$ cat src/rtl/manchester_pkg.sv
// manchester_pkg: Manchester symbols shared with the escaper, arbiter defaults and state encoding.
package manchester_pkg;
    localparam logic [7:0] START_WORD          = 8'hD5;
    localparam logic [7:0] ESCAPE_SYMBOL       = 8'hE5;
    localparam logic [7:0] REPLACE_SYMBOL      = 8'hF5;
    localparam logic [7:0] HEADER_BASE_DEFAULT = 8'h40;
    typedef enum logic [2:0] {IDLE, HEADER, DATA, TRAILER, DONE} arb_state_t;
endpackage

$ cat src/rtl/rr_arbiter.sv
// rr_arbiter: combinational round-robin pick of the first request after the last grant.
module rr_arbiter #(
    parameter int N  = 4,
    parameter int IW = $clog2(N)
) (
    input  logic [N-1:0]  i_req,
    input  logic [IW-1:0] i_last,
    output logic          o_hit,
    output logic [IW-1:0] o_grant
);
    // Scan farthest-first so the nearest requester after i_last is assigned last and wins.
    always_comb begin
        o_hit   = 1'b0;
        o_grant = i_last;
        for (int k = N; k >= 1; k--) begin
            if (i_req[(int'(i_last) + k) % N]) begin
                o_hit   = 1'b1;
                o_grant = IW'((int'(i_last) + k) % N);
            end
        end
    end
endmodule

$ cat src/rtl/manchester_tx_arbiter.sv
// manchester_tx_arbiter: round-robin frame arbiter adding a channel header in front of the Manchester escaper.
// Define MANCH_ARB_LEN_TRAILER_EN to append a payload-length trailer byte to every frame.
module manchester_tx_arbiter
    import manchester_pkg::*;
#(
    parameter int                    NUM_SRC     = 4,
    parameter int                    DATA_WIDTH  = 8,
    parameter logic [DATA_WIDTH-1:0] HEADER_BASE = DATA_WIDTH'(HEADER_BASE_DEFAULT)
) (
    input  logic                             aclk,
    input  logic                             areset,
    input  logic [NUM_SRC*DATA_WIDTH-1:0]    s_axis_tdata,
    input  logic [NUM_SRC-1:0]               s_axis_tvalid,
    input  logic [NUM_SRC-1:0]               s_axis_tlast,
    output logic [NUM_SRC-1:0]               s_axis_tready,
    output logic [DATA_WIDTH-1:0]            m_axis_tdata,
    output logic                             m_axis_tvalid,
    output logic                             m_axis_tlast,
    input  logic                             m_axis_tready,
    output logic [$clog2(NUM_SRC)-1:0]       grant_idx,
    output logic                             busy
);
    localparam int IW = $clog2(NUM_SRC);

    arb_state_t            r_state, w_next_state;
    logic [DATA_WIDTH-1:0] r_data;
    logic                  r_valid, r_last, r_busy;
    logic [IW-1:0]         r_grant, w_next_grant;
    logic                  w_load, w_hit, w_take, w_src_valid, w_src_last, w_fwd_last;
    logic [DATA_WIDTH-1:0] w_src_data;
    arb_state_t            w_after_data;

    assign w_load      = !r_valid || m_axis_tready;
    assign w_src_valid = s_axis_tvalid[r_grant];
    assign w_src_last  = s_axis_tlast[r_grant];
    assign w_src_data  = s_axis_tdata[r_grant*DATA_WIDTH +: DATA_WIDTH];
    assign w_take      = s_axis_tready[r_grant] && w_src_valid;

`ifdef MANCH_ARB_LEN_TRAILER_EN
    logic [7:0] r_count;
    assign w_fwd_last   = 1'b0;
    assign w_after_data = TRAILER;
    always_ff @(posedge aclk) begin
        if (areset || r_state == HEADER)
            r_count <= '0;
        else if (w_take)
            r_count <= r_count + 8'd1;
    end
`else
    assign w_fwd_last   = w_src_last;
    assign w_after_data = DONE;
`endif

    rr_arbiter #(.N(NUM_SRC), .IW(IW)) u_rr (
        .i_req   (s_axis_tvalid),
        .i_last  (r_grant),
        .o_hit   (w_hit),
        .o_grant (w_next_grant)
    );

    always_ff @(posedge aclk) begin
        if (areset)
            r_state <= IDLE;
        else
            r_state <= w_next_state;
    end

    always_comb begin
        w_next_state = r_state;
        case (r_state)
            IDLE:    w_next_state = (w_hit && w_load) ? HEADER : IDLE;
            HEADER:  w_next_state = w_load ? DATA : HEADER;
            DATA:    w_next_state = (w_take && w_src_last) ? w_after_data : DATA;
            TRAILER: w_next_state = w_load ? DONE : TRAILER;
            DONE:    w_next_state = (r_valid && m_axis_tready) ? IDLE : DONE;
            default: w_next_state = IDLE;
        endcase
    end

    always_comb begin
        s_axis_tready          = '0;
        s_axis_tready[r_grant] = !areset && r_state == DATA && w_load;
    end

    always_ff @(posedge aclk) begin
        if (areset) begin
            r_data  <= '0;
            r_valid <= 1'b0;
            r_last  <= 1'b0;
            r_busy  <= 1'b0;
            r_grant <= IW'(NUM_SRC - 1);
        end else begin
            if (r_state == IDLE && w_hit && w_load)
                r_grant <= w_next_grant;
            if (r_state == HEADER && w_load) begin
                r_data  <= HEADER_BASE + DATA_WIDTH'(r_grant);
                r_valid <= 1'b1;
                r_last  <= 1'b0;
                r_busy  <= 1'b1;
            end else if (w_take) begin
                r_data  <= w_src_data;
                r_valid <= 1'b1;
                r_last  <= w_fwd_last;
`ifdef MANCH_ARB_LEN_TRAILER_EN
            end else if (r_state == TRAILER && w_load) begin
                r_data  <= DATA_WIDTH'(r_count);
                r_valid <= 1'b1;
                r_last  <= 1'b1;
`endif
            end else if (w_load) begin
                r_valid <= 1'b0;
            end
            if (r_state == DONE && r_valid && m_axis_tready)
                r_busy <= 1'b0;
        end
    end

    assign m_axis_tdata  = r_data;
    assign m_axis_tvalid = r_valid;
    assign m_axis_tlast  = r_last;
    assign grant_idx     = r_grant;
    assign busy          = r_busy;
endmodule

$ cat config.mk
export PLATFORM = sky130hd
export DESIGN_NAME = manchester_tx_arbiter
export DESIGN_NICKNAME = d
export VERILOG_FILES = /design/src/rtl/manchester_pkg.sv /design/src/rtl/rr_arbiter.sv /design/src/rtl/manchester_tx_arbiter.sv
export SDC_FILE = /design/constraint.sdc
export NUM_CORES = 1
export LEC_CHECK = 0
export CAP_MARGIN = 20
export CELL_PAD_IN_SITES_DETAIL_PLACEMENT = 1
export CELL_PAD_IN_SITES_GLOBAL_PLACEMENT = 2
export CORE_MARGIN = 1.5
export CORE_UTILIZATION = 21
export DETAILED_ROUTE_END_ITERATION = 12
export PLACE_DENSITY_LB_ADDON = 0.2
export SLEW_MARGIN = 20
export SYNTH_ARGS = -nofsm -noshare
export SYNTH_HDL_FRONTEND = slang
export SYNTH_HIERARCHICAL = 1
export SYNTH_SLANG_ARGS = --single-unit
$ cat constraint.sdc
create_clock -name aclk -period 2.4 [get_ports aclk]
set_input_delay 0.36 -clock aclk [delete_from_list [all_inputs] [get_ports aclk]]
set_output_delay 0.36 -clock aclk [all_outputs]
set_load 0.01 [all_outputs]
# After elaboration in Yosys (flattened, before gate mapping)
# Cells that the tools add are included.
# totals
mem_bits_ro	0
mem_bits_rw	0
in_bits	43
regBits	16
output_inout_bits	17
latchBits	0
memories	0
wordCells	92
# classes
order_cmp	6
div_mod_pow	0
n_mul	0
addsub	5
n_bitwise	5
eq_ne	4
reduce_logical	26
n_mux	39
n_shift	1
# op_table
operator	count
$shiftx 32x6->8	1
$mux 1	20
$lt 3x4->1 const B	4
$mux 8	2
$pmux 3 s5	1
$bmux 1 s2	7
$logic_and 1x1->1	12
$reduce_or 2->1	6
$mux 2	5
$mux 3	3
$add 7x2->8 const A	1
$eq 3x2->1 const B	2
$add 2x1->2 const B	2
$add 2x2->2 const B	2
$and 1x1->1 const A	4
$and 4x4->4	1
$reduce_bool 4->1	1
$eq 3x1->1 const B	1
$eq 3x3->1 const B	1
$logic_not 3->1	1
$lt 2x3->1 const B	1
$reduce_bool 3->1	1
$demux 1 s2	1
$ge 2x1->1 const B	1
4 further kinds	5

# Logic depth before layout (Yosys ltp)
# Gate-level depths: netlist (run 1).
# logic_depth
ltp_word	13
mapped_depth	6
mapped_depth_nobuf	5

# By module
# The synthesis (run 1) kept the hierarchy.
# by_module_without_submodules
module	area_per_inst_um2	n_inst	seq_area_each_um2	cells_each
manchester_tx_arbiter	1024.7	1	320.3	100
rr_arbiter	82.6	1	0.0	14

# Least setup slack after synthesis (run 1)
# No wires, ideal clock.
# synth_timing
kind	register to register
startpoint	register r_grant[0] (netlist: grant_idx[0])
endpoint	register r_data[1] (netlist: m_axis_tdata[1])
required_ns	2.267
t_arrival_ns	1.672
stages_incl_launch_ff	7
path_buffers	2
setup_ns	0.133
period_less_slack_ns	1.805
slack_ns	0.595
path_cell_list	dfxtp_1 > buf_6 > mux4_2 > nand4_2 > buf_6 > mux2i_1 > a211oi_2
# synth_via
elab_chain_len	9
elab_cells_between_ends	16
classes_between	add/sub (1); order compare (2); shift (1); mux (8); bitwise (1); reduce/logical (3)
# synth_rtl
item	line_no	source
start: declaration	manchester_tx_arbiter.sv:28	logic [IW-1:0] r_grant, w_next_grant;
start signal: assignment	manchester_tx_arbiter.sv:91	r_grant <= IW'(NUM_SRC - 1);
start signal: assignment	manchester_tx_arbiter.sv:94	r_grant <= w_next_grant;
$lt 2x3->1 (not written as such) / $ge 2x1->1 (equally long branches)	manchester_tx_arbiter.sv:82	s_axis_tready[r_grant] = !areset && r_state == DATA && w_load;
$logic_and 1x1->1	manchester_tx_arbiter.sv:82	
$mux 1 (not written as such)	manchester_tx_arbiter.sv:82	
$demux 1 s2	manchester_tx_arbiter.sv:82	
$and 4x4->4 (no line)	-	
$bmux 1 s2	manchester_tx_arbiter.sv:37	assign w_take = s_axis_tready[r_grant] && w_src_valid;
$mux 1 (not written as such)	manchester_tx_arbiter.sv:37	
$logic_and 1x1->1	manchester_tx_arbiter.sv:37	
$reduce_bool 2->1 (no line)	-	
end signal: assignment	manchester_tx_arbiter.sv:96	r_data <= HEADER_BASE + DATA_WIDTH'(r_grant);
end signal: assignment	manchester_tx_arbiter.sv:101	r_data <= w_src_data;
end: declaration	manchester_tx_arbiter.sv:26	logic [DATA_WIDTH-1:0] r_data;
# Parallel ways exist; a longest one is shown, timed or not. The select of a mux whose other input is x is not followed.
# A chain may end at the register's enable or synchronous reset.

# Worst setup path after layout (run 1)
# layout_timing
startpoint	register r_grant[1] (netlist: grant_idx[1])
endpoint	output port grant_idx[1]
# layout_lines
item	line_no	source
end: declaration	manchester_tx_arbiter.sv:20	output logic [$clog2(NUM_SRC)-1:0] grant_idx,
# No word-level cell between the ends.

==> results.json, run 1 <==
{
  "grt_pass1_vias": 1187,
  "rows": 26,
  "setup_tns_ps": 0,
  "clock-sinks": 16,
  "dieHeight_um": 75.6,
  "viasPerCell": 4.77,
  "maxCapViolCount": 0,
  "drive_gt1_share_pct": 12.0,
  "clk_latency_ps": 250,
  "wire_per_inst_um": 15.2,
  "min_period_ps": 2140,
  "timing.hold.ws_ps": 490,
  "finalMaxSlewViolations": 0,
  "seq_area_frac_synth_pct": 28.9,
  "cts_setup_buffers": 0,
  "dieArea_um2": 5720,
  "path_class": "reg -> out",
  "dpl.hpwl_um": 2900,
  "port_buffers": 59,
  "hold_viol": 0,
  "ios": 60,
  "hp-class": "reg -> reg",
  "vdd_drop_max_v": 0.000276,
  "routed_wl_um": 3720,
  "yosysUniqueCellTypes": 32,
  "synth_nets": 157,
  "clk_pin_slew_ps": 70,
  "status": "completed",
  "via_count": 1168,
  "cts_root_buf": "clkbuf_8",
  "cts_buffer_depth": 2,
  "layout_commonest_cell": "clkdlybuf4s50_1",
  "syn-cell-area_um2": 1110,
  "dieWidth_um": 75.6,
  "max_freq_ghz": 0.467,
  "clock_skew_ps": 4.46,
  "total_power_uw": 1590,
  "wl_met1_um": 1630,
  "cts_tree": "done",
  "end_kind": "primary output",
  "avgSynthCellArea_um2": 9.71,
  "tightest_slew_ps": 951,
  "highest_layer": "met4",
  "setup_viol": 0,
  "power.density_nw_per_um2": 859,
  "grt-ovfl-total": 0,
  "postRouteAntennaNets": 0,
  "final_cell_mix": "clkdlybuf4s50_1 (55), dfxtp_1 (15), nor2_1 (10)",
  "core_um2": 5110,
  "power_leakage_uw": 0.000779,
  "dp_cells": 241,
  "slew_headroom_pct": 36.1,
  "post-route-drc-count": 0,
  "syn2layout_area_growth_pct": 66.9,
  "worst_ep_arrival_time_ps": 1780,
  "antenna_found_initial": 0,
  "syn_inst": 114,
  "wl_met2_um": 1840,
  "path_max_fanout": 13,
  "synth_warnings": 6,
  "gp_congestion": 0.710,
  "worstPathRequired_ps": 2040,
  "cts_buffers": 3,
  "antenna_cells": 0,
  "startpoint_type": "flop",
  "final_cell_count_no_fill": 245,
  "rsz0062_at_grt": "false",
  "start_util_pct": 21.7,
  "period_share_pct": 89.2,
  "ctsHoldBuffers": 0,
  "first_pass_iters": 4,
  "nNetsFinal": 219,
  "drt_iter0_drc": 32,
  "grtUsageTotal_pct": 13.0,
  "grt_max_degree": 17,
  "dr_wl_met3_um": 207,
  "grt_first_pass_wirelength_um": 5580,
  "htree_levels": 1,
  "ys_ff_latch": 16
}
-- routing by layer --
metal,vias to the layer above,track usage [%]
met1,565,16.8
met4,0,4.56
li1,557,-
met3,4,1.72
met5,-,0
met2,42,22.0
-- area by class of cell --
cell class                      instances  area (um^2)
Timing Repair Buffer                   67          653
Fill cell                             602         3260
Tap cell                               70         87.6
Multi-Input combinational cell         84          716
Clock buffer                            4         55.1
Sequential cell                        16          322
Inverter                                4         15.0
-- timing repair --
| item | in CTS | in global routing |
|---|---|---|
| setup endpoints to repair | 2 | 2 |
| gates resized for setup | 2 | 3 |
| pin swaps | 0 | 0 |
-- power by group --
part / leakage [uW] / internal (uW) / switching (uW)
Clock: 0.0000288 / 146 / 99.6
Sequential: 0.000131 / 351 / 134
Combinational: 0.000619 / 479 / 378
-- critical path: stages (launching register included) --
cell,delay (ps)
dfxtp_1,690
buf_4,280
clkdlybuf4s50_1,550
-- final timing paths --
check / start / endpoint / slack [ps] / cells after the start
min: m_axis_tlast$_SDFFE_PP0P_ / m_axis_tlast$_SDFFE_PP0P_ / 490 / 2
max reg2reg: grant_idx[0]$_SDFFE_PP1P_ / m_axis_tdata[1]$_SDFFE_PP0P_ / 350 / 4
min reg2reg: m_axis_tlast$_SDFFE_PP0P_ / m_axis_tlast$_SDFFE_PP0P_ / 490 / 2
max: grant_idx[1]$_SDFFE_PP1P_ / grant_idx[1] / 260 / 2
-- registers in the layout, summed over array words and instances, names as in the netlist --
name / count
grant_idx: 2
r_state: 3
m_axis_tlast: 1
m_axis_tdata: 8
busy: 1
m_axis_tvalid: 1
-- logic make-up (layout without fill, tap and decap cells) --
group                     after synthesis  after routing  synth area share [%]
and+or+nand+nor                        47             47                  23.2
muxes                                  17             17                  28.4
xor gates and xnor gates                1              1                 0.791
DFF                                    16             16                  28.9
AOI/OAI and AO/OA                      19             19                  12.3
buffers and inverters                  14             75                  6.44
-- cells in the mapped netlist --
| master | instances | area [um^2] |
|---|---|---|
| a221o_1 | 1 | 10.0 |
| clkbuf_1 | 5 | 18.8 |
| inv_1 | 4 | 15.0 |
| nor2b_1 | 4 | 25.0 |
| a31oi_1 | 2 | 12.5 |
| nand2_1 | 3 | 11.3 |
| mux4_1 | 5 | 131 |
| nand3b_1 | 1 | 7.51 |
| or3_1 | 1 | 6.26 |
| a21oi_1 | 6 | 30.0 |
| buf_2 | 3 | 15.0 |
| or4_1 | 1 | 7.51 |
| a211o_1 | 2 | 17.5 |
| and3_1 | 3 | 18.8 |
| or3b_2 | 1 | 8.76 |
| nor2_1 | 10 | 37.5 |
| buf_6 | 2 | 22.5 |
| nor3b_1 | 2 | 15.0 |
| a211oi_2 | 1 | 12.5 |
| mux2i_1 | 7 | 70.1 |
| dfxtp_1 | 16 | 320 |
| nand2b_1 | 4 | 25.0 |
| nor3_1 | 9 | 45.0 |
| mux4_2 | 5 | 113 |
| a41o_1 | 1 | 10.0 |
| o22ai_1 | 1 | 6.26 |
| nand3_1 | 6 | 30.0 |
| a211oi_1 | 4 | 30.0 |
| o21a_1 | 1 | 7.51 |
| xnor2_1 | 1 | 8.76 |
| nand4_2 | 1 | 12.5 |
| nor4_1 | 1 | 6.26 |
-- metrics by stage --
step / utilization [%] / area [um^2] / setup slack [ps]
after floorplan: - / 1110 / 595
after global placement: 35.0 / 1790 / -12.9
after detailed placement: 35.0 / 1790 / -13.6
after CTS: 36.1 / 1840 / 21.2
after global routing: 36.2 / 1850 / 162
final: 36.2 / 1850 / 260
(Power assumes the default switching activity.)
==> run 2, diff against run 1 <==
--- a/config.mk
+++ b/config.mk
@@ -5,13 +5,14 @@
 export SDC_FILE = /design/constraint.sdc
 export NUM_CORES = 1
 export LEC_CHECK = 0
+export ABC_AREA = 1
 export CAP_MARGIN = 20
 export CELL_PAD_IN_SITES_DETAIL_PLACEMENT = 1
 export CELL_PAD_IN_SITES_GLOBAL_PLACEMENT = 2
 export CORE_MARGIN = 1.5
-export CORE_UTILIZATION = 21
+export CORE_UTILIZATION = 19
 export DETAILED_ROUTE_END_ITERATION = 12
-export PLACE_DENSITY_LB_ADDON = 0.2
+export PLACE_DENSITY = 0.88
 export SLEW_MARGIN = 20
 export SYNTH_ARGS = -nofsm -noshare
 export SYNTH_HDL_FRONTEND = slang
==> run 2 against run 1 <==
Compared with the run above: design area increased by 8.1%; maximum frequency down 3.7%; flip-flop and latch count unchanged; register-to-register slack better by 230 ps; critical endpoint is now s_axis_tready[3]; area after synthesis rose by 13%; power up 11%; clock skew down 2.3 ps.
==> results.json, run 2 <==
{
  "rows": 29,
  "worst_ep_arrival_time_ps": 1860,
  "async_flop_share_pct": 0,
  "period_share_pct": 92.6,
  "clk_pin_slew_ps": 70,
  "seq_area_frac_synth_pct": 25.7,
  "path_cells": "clkdlybuf4s50_1 -> inv_1 -> nand2_1 -> nand2_1 -> nor2_2 -> inv_1 -> nor2_1 -> clkdlybuf4s50_1",
  "syn_inst": 210,
  "ys_ff_latch": 16,
  "tightest_slew_ps": 516,
  "gp_congestion": 0.801,
  "setup_tns_ps": 0,
  "ys.flop_type": "dfxtp_1",
  "timing.hold.ws_ps": 482,
  "synth_nets": 253,
  "maxCapViolCount": 0,
  "cts_setup_buffers": 0,
  "wl_met1_um": 1800,
  "slew_headroom_pct": 65.5,
  "yosys.area.top_type": "dfxtp_1",
  "utilization_pct": 31.4,
  "finalMaxSlewViolations": 0,
  "worstPathRequired_ps": 2040,
  "whs_path_depth": 2,
  "syn2layout_area_growth_pct": 60.1,
  "clock-sinks": 16,
  "synthTopCellsByArea": "dfxtp_1 (26%), nand2_1 (25%), inv_1 (6.3%)",
  "antenna_found_initial": 0,
  "dieWidth_um": 84.0,
  "antenna_cells": 0,
  "syn-cell-area_um2": 1250,
  "first_pass_iters": 2,
  "highest_layer": "met4",
  "min_period_ps": 2220,
  "nFillCells": 810,
  "end_kind": "primary output",
  "r2r_end": "grant_idx[1]$_SDFFE_PP1P_",
  "layout_commonest_cell": "nand2_1",
  "grt_max_degree": 13,
  "htree_levels": 1,
  "synth_most_common_cell": "nand2_1",
  "synth_common_cells": "nand2_1 (84), inv_1 (21), nor2_1 (20)",
  "wire_per_inst_um": 12.3,
  "cts_root_buf": "clkbuf_8",
  "ctsHoldBuffers": 0,
  "setup_viol": 0,
  "grtUsageTotal_pct": 13.0,
  "via_count": 1547,
  "status": "completed",
  "setup_ws_ps": 178,
  "routed_wl_um": 4310,
  "drive_gt1_share_pct": 12.0,
  "hold_viol": 0,
  "pre_cts_ws_ps": 52.2,
  "synth_edf_count": 0,
  "post-route-drc-count": 0,
  "dieArea_um2": 7060,
  "port_buffers": 59,
  "drt_iter0_drc": 27,
  "cts_tree": "done",
  "ios": 60,
  "cts_buffers": 3,
  "power_leakage_uw": 0.000958,
  "grt_first_pass_wirelength_um": 7580,
  "reg2regPathDepth": 12,
  "cts_resized": 0,
  "nNetsFinal": 318,
  "vdd_drop_max_v": 0.000218,
  "hold_start": "m_axis_tlast$_SDFFE_PP0P_",
  "dr_wl_met3_um": 253,
  "cts_buffer_depth": 2,
  "yosysUniqueCellTypes": 24,
  "slowest_delay_ps": 530,
  "grt-ovfl-total": 0,
  "worst_hold_path.endpoint": "m_axis_tlast$_SDFFE_PP0P_",
  "start_util_pct": 19.6,
  "dieHeight_um": 84.0,
  "ff2ff_setup_slack_ps": 580,
  "r2r_start": "grant_idx[0]$_SDFFE_PP1P_",
  "final_cell_mix": "nand2_1 (84), clkdlybuf4s50_1 (56), inv_1 (21)",
  "max_freq_ghz": 0.450,
  "viasPerCell": 4.41,
  "rsz0062_at_grt": "false",
  "avgSynthCellArea_um2": 5.94,
  "clk_latency_ps": 250,
  "largest_reg_flops": 8,
  "clock_skew_ps": 2.13,
  "core_um2": 6350,
  "hp-class": "reg -> reg",
  "yosysTopAreaCellShare_pct": 25.7,
  "wl_met2_um": 2200,
  "cp_slowest_cell": "clkdlybuf4s50_1",
  "path_max_fanout": 4,
  "grt_pass1_vias": 1691,
  "postRouteAntennaNets": 0,
  "startpoint_type": "input port",
  "synth_warnings": 6,
  "dpl.hpwl_um": 3650,
  "power.density_nw_per_um2": 883,
  "path_class": "in -> out"
}
==> run 2: changes by cell type after synthesis, sizes merged, moves of 6 or more <==
cell / previous run / this run
nand2: 3 / 90
inv: 4 / 25
nor2: 10 / 22
o21ai: 0 / 12
mux4: 10 / 0
a22oi: 0 / 7
mux2i: 7 / 0
nor3: 9 / 3
==> run 2: layout make-up <==
| type | instances | area [um^2] | share of cell area (%) |
|---|---|---|---|
| inverters | 25 | 96.3 | 4.82 |
| clock buffers | 4 | 55.1 | 2.76 |
| multi-input cells | 163 | 778 | 39.0 |
| flip-flops and latches | 16 | 320 | 16.0 |
| well taps | 77 | 96.3 | 4.82 |
| repair buffers | 66 | 651 | 32.6 |
==> run 2: where the power goes <==
| group | leakage, uW | total (uW) | internal [uW] | switching, uW |
|---|---|---|---|---|
| combinational | 0.000798 | 1100 | 451 | 649 |
| sequential | 0.000131 | 422 | 341 | 80.8 |
| clock | 0.0000288 | 242 | 146 | 96.4 |
| total | 0.000958 | 1760 | 937 | 826 |
==> run 2: metrics by stage <==
step / total power [uW] / instances / instance area [um^2]
after floorplan: 1160 / 210 / 1250
after global placement: 1530 / 347 / 1930
after detailed placement: 1550 / 347 / 1930
after CTS: 1800 / 351 / 1990
after global routing: 1980 / 351 / 2000
final: 1760 / 351 / 2000
==> run 2: worst max path at each step <==
stage | from | slack [ps] | depth (start not counted) | end
floorplan | grant_idx[0]$_SDFFE_PP1P_ | 890 | 12 | grant_idx[0]$_SDFFE_PP1P_
global placement | m_axis_tready | 70 | 8 | s_axis_tready[1]
global route | m_axis_tready | 70 | 8 | s_axis_tready[3]
CTS | m_axis_tready | 40 | 8 | s_axis_tready[1]
detailed placement | m_axis_tready | 50 | 8 | s_axis_tready[1]
finish | m_axis_tready | 180 | 8 | s_axis_tready[3]
==> run 2: cell families after synthesis <==
group	Yosys count	synth area share [%]
and+or+nand+nor	132	46.8
AOI/OAI and AO/OA	31	15.5
buffers and inverters	31	11.9
DFF	16	25.7
==> run 2: worst max-delay path, delay by kind of cell <==
kind          cells  cell delay [ps]
buf+inv           4             1150
simple gates      4              350
==> run 2: per-layer routing <==
layer	GRT usage [%]	up-vias
met2	24.6	43
met4	2.98	0
met5	0	-
li1	-	796
met1	14.7	704
met3	2.67	4
